<file path="config.mk">
export PLATFORM = sky130hd
export DESIGN_NAME = cpu_m
export DESIGN_NICKNAME = d
export VERILOG_FILES = /design/src/rtl/cpu_m.sv
export SDC_FILE = /design/constraint.sdc
export NUM_CORES = 1
export LEC_CHECK = 0
export ABC_CLOCK_PERIOD_IN_PS = 4000
export CELL_PAD_IN_SITES_DETAIL_PLACEMENT = 1
export CELL_PAD_IN_SITES_GLOBAL_PLACEMENT = 2
export CORE_ASPECT_RATIO = 1.4
export CORE_MARGIN = 3
export CORE_UTILIZATION = 34
export DETAILED_ROUTE_END_ITERATION = 8
export PLACE_DENSITY_LB_ADDON = 0.15
export SLEW_MARGIN = 0
export SYNTH_ARGS = -nofsm -noshare
export SYNTH_HDL_FRONTEND = slang
export SYNTH_SLANG_ARGS = --single-unit
</file>
<file path="constraint.sdc">
create_clock -name clk -period 4 [get_ports clk]
set_input_delay 0.8 -clock clk [delete_from_list [all_inputs] [get_ports clk]]
set_output_delay 0.8 -clock clk [all_outputs]
set_load 0.005 [all_outputs]
</file>
<file path="src/rtl/cpu_m.sv">
// Single-cycle 8-bit register-machine core: four general registers plus zero/sign
// flags, executing one externally supplied 20-bit instruction per rising clock edge.

package cpu_m_pkg;

    typedef enum logic [3:0] {
        OP_NOP  = 4'h0,
        OP_MOV  = 4'h1,
        OP_LDI  = 4'h2,
        OP_ADD  = 4'h3,
        OP_SUB  = 4'h4,
        OP_AND  = 4'h5,
        OP_OR   = 4'h6,
        OP_XOR  = 4'h7,
        OP_NOT  = 4'h8,
        OP_SHL  = 4'h9,
        OP_SHR  = 4'hA,
        OP_ADDI = 4'hB,
        OP_SUBI = 4'hC,
        OP_CMP  = 4'hD,
        OP_INC  = 4'hE,
        OP_DEC  = 4'hF
    } opcode_t;

    typedef struct packed {
        opcode_t    op;
        logic [1:0] dst;
        logic [1:0] src;
        logic [3:0] rsvd;
        logic [7:0] imm;
    } instr_t;

    // Everything past the three pure data moves updates the flags.
    function automatic logic writes_flags(input opcode_t op);
        return !(op inside {OP_NOP, OP_MOV, OP_LDI});
    endfunction

    function automatic logic writes_reg(input opcode_t op);
        return !(op inside {OP_NOP, OP_CMP});
    endfunction

endpackage

module cpu_m
    import cpu_m_pkg::*;
(
    input  logic        clk,
    input  logic        rst_n,
    input  logic [19:0] ins,
    output logic [7:0]  ra,
    output logic [7:0]  rb,
    output logic [7:0]  rc,
    output logic [7:0]  rd,
    output logic        zf,
    output logic        sf
);

    instr_t     instr;
    logic       unused_rsvd;

    logic [7:0] regs_q [4];
    logic [7:0] regs_d [4];
    logic       zf_q, zf_d;
    logic       sf_q, sf_d;

    logic [7:0] d_val;
    logic [7:0] s_val;
    logic [7:0] res;

    assign instr       = instr_t'(ins);
    assign unused_rsvd = ^instr.rsvd;

    // Both operands come from the current register state, so D==S reads the old value.
    assign d_val = regs_q[instr.dst];
    assign s_val = regs_q[instr.src];

    // NOTE: every variable gets a default before the case, so no path leaves one
    // unassigned and no latch is inferred.
    always_comb begin
        res = 8'h00;
        unique case (instr.op)
            OP_NOP:  res = d_val;
            OP_MOV:  res = s_val;
            OP_LDI:  res = instr.imm;
            OP_ADD:  res = d_val + s_val;
            OP_SUB:  res = d_val - s_val;
            OP_AND:  res = d_val & s_val;
            OP_OR:   res = d_val | s_val;
            OP_XOR:  res = d_val ^ s_val;
            OP_NOT:  res = ~s_val;
            OP_SHL:  res = {s_val[6:0], 1'b0};
            OP_SHR:  res = {1'b0, s_val[7:1]};
            OP_ADDI: res = d_val + instr.imm;
            OP_SUBI: res = d_val - instr.imm;
            OP_CMP:  res = d_val - s_val;
            OP_INC:  res = d_val + 8'd1;
            OP_DEC:  res = d_val - 8'd1;
        endcase
    end

    always_comb begin
        regs_d = regs_q;
        zf_d   = zf_q;
        sf_d   = sf_q;
        if (writes_reg(instr.op)) begin
            regs_d[instr.dst] = res;
        end
        if (writes_flags(instr.op)) begin
            zf_d = (res == 8'h00);
            sf_d = res[7];
        end
    end

    // NOTE: sequential state uses non-blocking assignments so every flop samples
    // the pre-edge values. The register file is only four entries and is fully
    // architectural state, so each entry is reset rather than left undefined.
    always_ff @(posedge clk or negedge rst_n) begin
        if (!rst_n) begin
            for (int i = 0; i < 4; i++) begin
                regs_q[i] <= 8'h00;
            end
            zf_q <= 1'b0;
            sf_q <= 1'b0;
        end else begin
            regs_q <= regs_d;
            zf_q   <= zf_d;
            sf_q   <= sf_d;
        end
    end

    assign ra = regs_q[0];
    assign rb = regs_q[1];
    assign rc = regs_q[2];
    assign rd = regs_q[3];
    assign zf = zf_q;
    assign sf = sf_q;

endmodule

</file>
==> results.sh <==
export IMPL_outcome="completed"
export IMPL_drive_above_1_share=0.3410
export IMPL_placement_io_buffers=51
export IMPL_global_route_wire_length_before_repair_um=21540
export IMPL_antennaDiodeCount=0
export IMPL_area_growth_synth_to_final_pct=37.50
export IMPL_total_leakage_power_nw=2.231
export IMPL_crit_path_frequent_cell="sky130_fd_sc_hd__a21oi_1"
export IMPL_via_count_of_the_first_global_routing_pass=4048
export IMPL_cp_arrival_ns=3.96
export IMPL_synth_top_cell_area_share=0.2297
export IMPL_worstSetupEndpointType="flop"
export IMPL_groute_layer_met3_usage=0.01916
export IMPL_cp_top_family="simple AND/OR/NAND/NOR gates"
export IMPL_worst_setup_path_type="in2reg"
export IMPL_final_weighted_congestion_of_routability_driven_global_placement=0.8655
export IMPL_vias_per_cell=5.517
export IMPL_max_cap_violations=0
export IMPL_global_route_overflow_total=0
export IMPL_timing_worst_slew_pin_value_ns=0.6205
export IMPL_critPathLaunchType="primary input"
export IMPL_grt_antenna_before_repair=0
export IMPL_placement_cell_area_mm2=0.004902
export IMPL_r2r_cells=13
export IMPL_dpl_hpwl_um=10880
export IMPL_num_nets_final=573
export IMPL_floorplan_io_pins=56
export IMPL_power_net_switching_mw=1.465
export IMPL_yosysUniqueCellTypes=71
export IMPL_critical_path_fanout_max=11
export IMPL_critical_path_cell_chain="clkdlybuf4s50_1 -> buf_4 -> or2_2 -> nor2_2 -> a21oi_1 -> o22a_1 -> inv_1 -> ha_1 -> nand2b_1 -> a21oi_1 -> o21a_1 -> or4b_2 -> nand4_1 -> a21oi_1 -> a32o_1"
export IMPL_postSynthNetCount=444
export IMPL_synthFlopType="sky130_fd_sc_hd__dfrtp_1"
export IMPL_synthTopCellsByArea="sky130_fd_sc_hd__dfrtp_1 (23%), sky130_fd_sc_hd__mux2_2 (8.5%), sky130_fd_sc_hd__ha_1 (8.4%)"
export IMPL_maxSlewViolCount=0
export IMPL_fmax_ghz=0.2634
export IMPL_clock_sinks=34
export IMPL_cellPowerDensity_mw_per_mm2=720.1
export IMPL_final_period_utilization=0.9491
export IMPL_drt_pass1_iter_count=4
export IMPL_die_w_um=94.21
export IMPL_syn_area_per_cell_um2=9.352
export IMPL_yosysWarnings=0
export IMPL_core_rowCount=44
export IMPL_cts_buffers_inserted=5
export IMPL_internal_power_mw=2.202
export IMPL_placed_cells=654
export IMPL_worst_ep_required_time_ns=4.16
export IMPL_die_height_um=129.5
export IMPL_starting_density_of_the_core=0.3522
export IMPL_drc=0
export IMPL_design_die_area_mm2=0.01220
export IMPL_synth_ff_latch_count=34
export IMPL_setup_viol_count_final=0
export IMPL_clock_pin_slew_on_the_worst_setup_and_hold_paths_ns=0.05
export IMPL_synth_yosys_seq_area_share=0.2297
export IMPL_globalRouteTotalUtil=0.2279
export IMPL_min_hold_slack_ns=0.5341
export IMPL_slowest_delay_ns=0.61
export IMPL_sw_frac_of_total=0.3995
export IMPL_comb_power_share=0.713
export IMPL_worst_ir_drop_vdd_v=0.0005347
export IMPL_timing_final_hold_violations=0
export IMPL_routed_wirelength_um=13180
export IMPL_synth_top_cell_by_area="sky130_fd_sc_hd__dfrtp_1"
export IMPL_tritoncts="yes"
export IMPL_grt_max_degree=35
export IMPL_timing_max_slew_rel_slack=0.5832
export IMPL_final_antenna_net_count=0
export IMPL_period_minus_slack_ns=3.796
export IMPL_htree_levels=2
export IMPL_synthesis_area_mm2=0.003704
export IMPL_finClkSkew_ns=0.001643
export IMPL_clockPowerShare=0.096
export IMPL_grt_setup_unrepaired="no"
export IMPL_dr_total_vias=3658
export IMPL_layout_cell_area_non_filler_mm2=0.005092
export IMPL_synth_async_sr_flop_share=1.000
export IMPL_p_seq_frac=0.191
export IMPL_gr_max_usage_layer="met2"
export IMPL_cts_path_max_buffers=2
export IMPL_hold_path_depth=1
export IMPL_drt_initial_drc_count=87
export IMPL_clockRootBuffer="sky130_fd_sc_hd__clkbuf_16"
export IMPL_gr_usage_met2=0.4348
export IMPL_critPathSlowestCell="sky130_fd_sc_hd__or4b_2"
export IMPL_path_depth=15
export IMPL_wl_per_cell_um=19.89
export IMPL_critPathBufInv=3
export IMPL_hold_class="reg2reg"
export IMPL_final_cells=663
export IMPL_synth_edff_count=0
export IMPL_core_region_area_mm2=0.01052
export IMPL_grtUsageMet1=0.2575
export IMPL_clkLatencyLatePin_ns=0.28
export IMPL_synthCells=396
-- cell usage after synthesis (3+ instances only) --
cell type,number
sky130_fd_sc_hd__a22oi_1,3
sky130_fd_sc_hd__buf_6,6
sky130_fd_sc_hd__a21oi_1,19
sky130_fd_sc_hd__ha_1,25
sky130_fd_sc_hd__xnor2_1,7
sky130_fd_sc_hd__a211oi_1,4
sky130_fd_sc_hd__inv_1,27
sky130_fd_sc_hd__o21ai_1,3
sky130_fd_sc_hd__xor2_1,3
sky130_fd_sc_hd__a221oi_1,3
sky130_fd_sc_hd__o32a_2,3
sky130_fd_sc_hd__o21ai_0,33
sky130_fd_sc_hd__nand2_1,23
sky130_fd_sc_hd__a31oi_1,4
sky130_fd_sc_hd__clkbuf_8,5
sky130_fd_sc_hd__nor2_1,33
sky130_fd_sc_hd__dfrtp_1,34
sky130_fd_sc_hd__o22ai_1,12
sky130_fd_sc_hd__nand3_1,4
sky130_fd_sc_hd__o31ai_1,3
sky130_fd_sc_hd__and3_1,3
sky130_fd_sc_hd__buf_2,4
sky130_fd_sc_hd__mux4_1,5
sky130_fd_sc_hd__mux4_2,11
sky130_fd_sc_hd__nor2b_1,4
sky130_fd_sc_hd__nor3_1,12
sky130_fd_sc_hd__nand2b_1,5
sky130_fd_sc_hd__mux2i_1,11
sky130_fd_sc_hd__o22a_1,3
sky130_fd_sc_hd__mux2_2,28
sky130_fd_sc_hd__clkbuf_1,10
-- worst paths after layout --
kind | slack, ns | endpoint | startpoint
worst max-delay path | 0.20 | zf$_DFFE_PN0N_ | ins[17]
worst min-delay path | 0.53 | zf$_DFFE_PN0N_ | zf$_DFFE_PN0N_
worst max register to register | 0.50 | zf$_DFFE_PN0N_ | rd[0]$_DFFE_PN0P_
worst min register to register | 0.53 | zf$_DFFE_PN0N_ | zf$_DFFE_PN0N_
max in group asynchronous | 2.76 | ra[6]$_DFFE_PN0P_ | rst_n
min in group asynchronous | 0.93 | rc[2]$_DFFE_PN0P_ | rst_n
-- layout by cell type (no fill, tap or decap), types with 18 or more instances in the layout --
cell type,n
sky130_fd_sc_hd__inv_1,27
sky130_fd_sc_hd__o21ai_0,29
sky130_fd_sc_hd__clkdlybuf4s50_1,47
sky130_fd_sc_hd__dfrtp_1,34
sky130_fd_sc_hd__mux2_2,28
sky130_fd_sc_hd__nand2_1,23
sky130_fd_sc_hd__ha_1,23
sky130_fd_sc_hd__a21oi_1,18
sky130_fd_sc_hd__buf_4,98
sky130_fd_sc_hd__nor2_1,30
-- through the flow --
step	utilization	power [mW]	worst slack (ns)	setup TNS, ns
4_1_cts	0.4813	3.658	0.01359	0
2_1_floorplan	-	2.054	0.04789	0
3_3_place_gp	0.4662	3.147	-0.6863	-13.70
5_1_grt	0.4843	3.994	0.007832	0
6_report	0.4843	3.667	0.2036	0
3_5_place_dp	0.4662	3.256	-0.8282	-16.00
-- final cells by class --
type / instances / area (um^2)
timing repair buffer: 149 / 1241
inverter: 28 / 105.1
multi-input combinational: 307 / 2590
tap: 138 / 172.7
sequential: 34 / 850.8
fill: 1231 / 5423
clock buffer: 7 / 132.6
-- kinds of logic (layout without fill, tap and decap cells) --
family / count (synthesis) / count (layout) / synth area share
simple gates: 102 / 102 / 0.1443
fa+ha+maj: 26 / 26 / 0.08987
xor+xnor: 11 / 11 / 0.02973
compound gates: 113 / 113 / 0.2054
flops: 34 / 34 / 0.2297
buf+inv: 55 / 184 / 0.08378
mux: 55 / 55 / 0.2172
-- power by group through the flow --
stage | Clock, mW | Combinational (mW) | Sequential [mW]
after global placement | 0 | 2.47 | 0.681
after detailed placement | 0 | 2.56 | 0.698
final | 0.354 | 2.61 | 0.700
after floorplan | 0 | 1.39 | 0.660
after global routing | 0.379 | 2.89 | 0.726
after CTS | 0.364 | 2.60 | 0.697
-- state kept, by name, summed over array words and instances (netlist names) --
register,count
rd,8
zf,1
ra,8
rc,8
rb,8
sf,1
-- worst reg2reg max path: stages (launching register included) --
cell and delay, ns:
sky130_fd_sc_hd__dfrtp_1 0.41, sky130_fd_sc_hd__mux4_2 0.56, sky130_fd_sc_hd__inv_1 0.11, sky130_fd_sc_hd__ha_2 0.21
sky130_fd_sc_hd__and3_4 0.20, sky130_fd_sc_hd__nor3_1 0.05, sky130_fd_sc_hd__a211oi_1 0.17, sky130_fd_sc_hd__o2bb2ai_1 0.19
sky130_fd_sc_hd__ha_1 0.30, sky130_fd_sc_hd__o21a_1 0.15, sky130_fd_sc_hd__or4b_2 0.61, sky130_fd_sc_hd__nand4_1 0.11
sky130_fd_sc_hd__a21oi_1 0.07, sky130_fd_sc_hd__a32o_1 0.25
-- timing repair --
item                       CTS  global route
setup endpoints to repair   26            17
gates cloned                 0             0
hold buffers                 0             0
resized for setup            8            19
pin swaps                    1             6
setup buffers                2             0
-- layer usage --
layer,vias up,part of all wire
li1,1736,-
met3,21,0.024
met4,0,0.031
met5,-,0
met1,1831,0.41
met2,70,0.54
(Power assumes the default switching activity.)
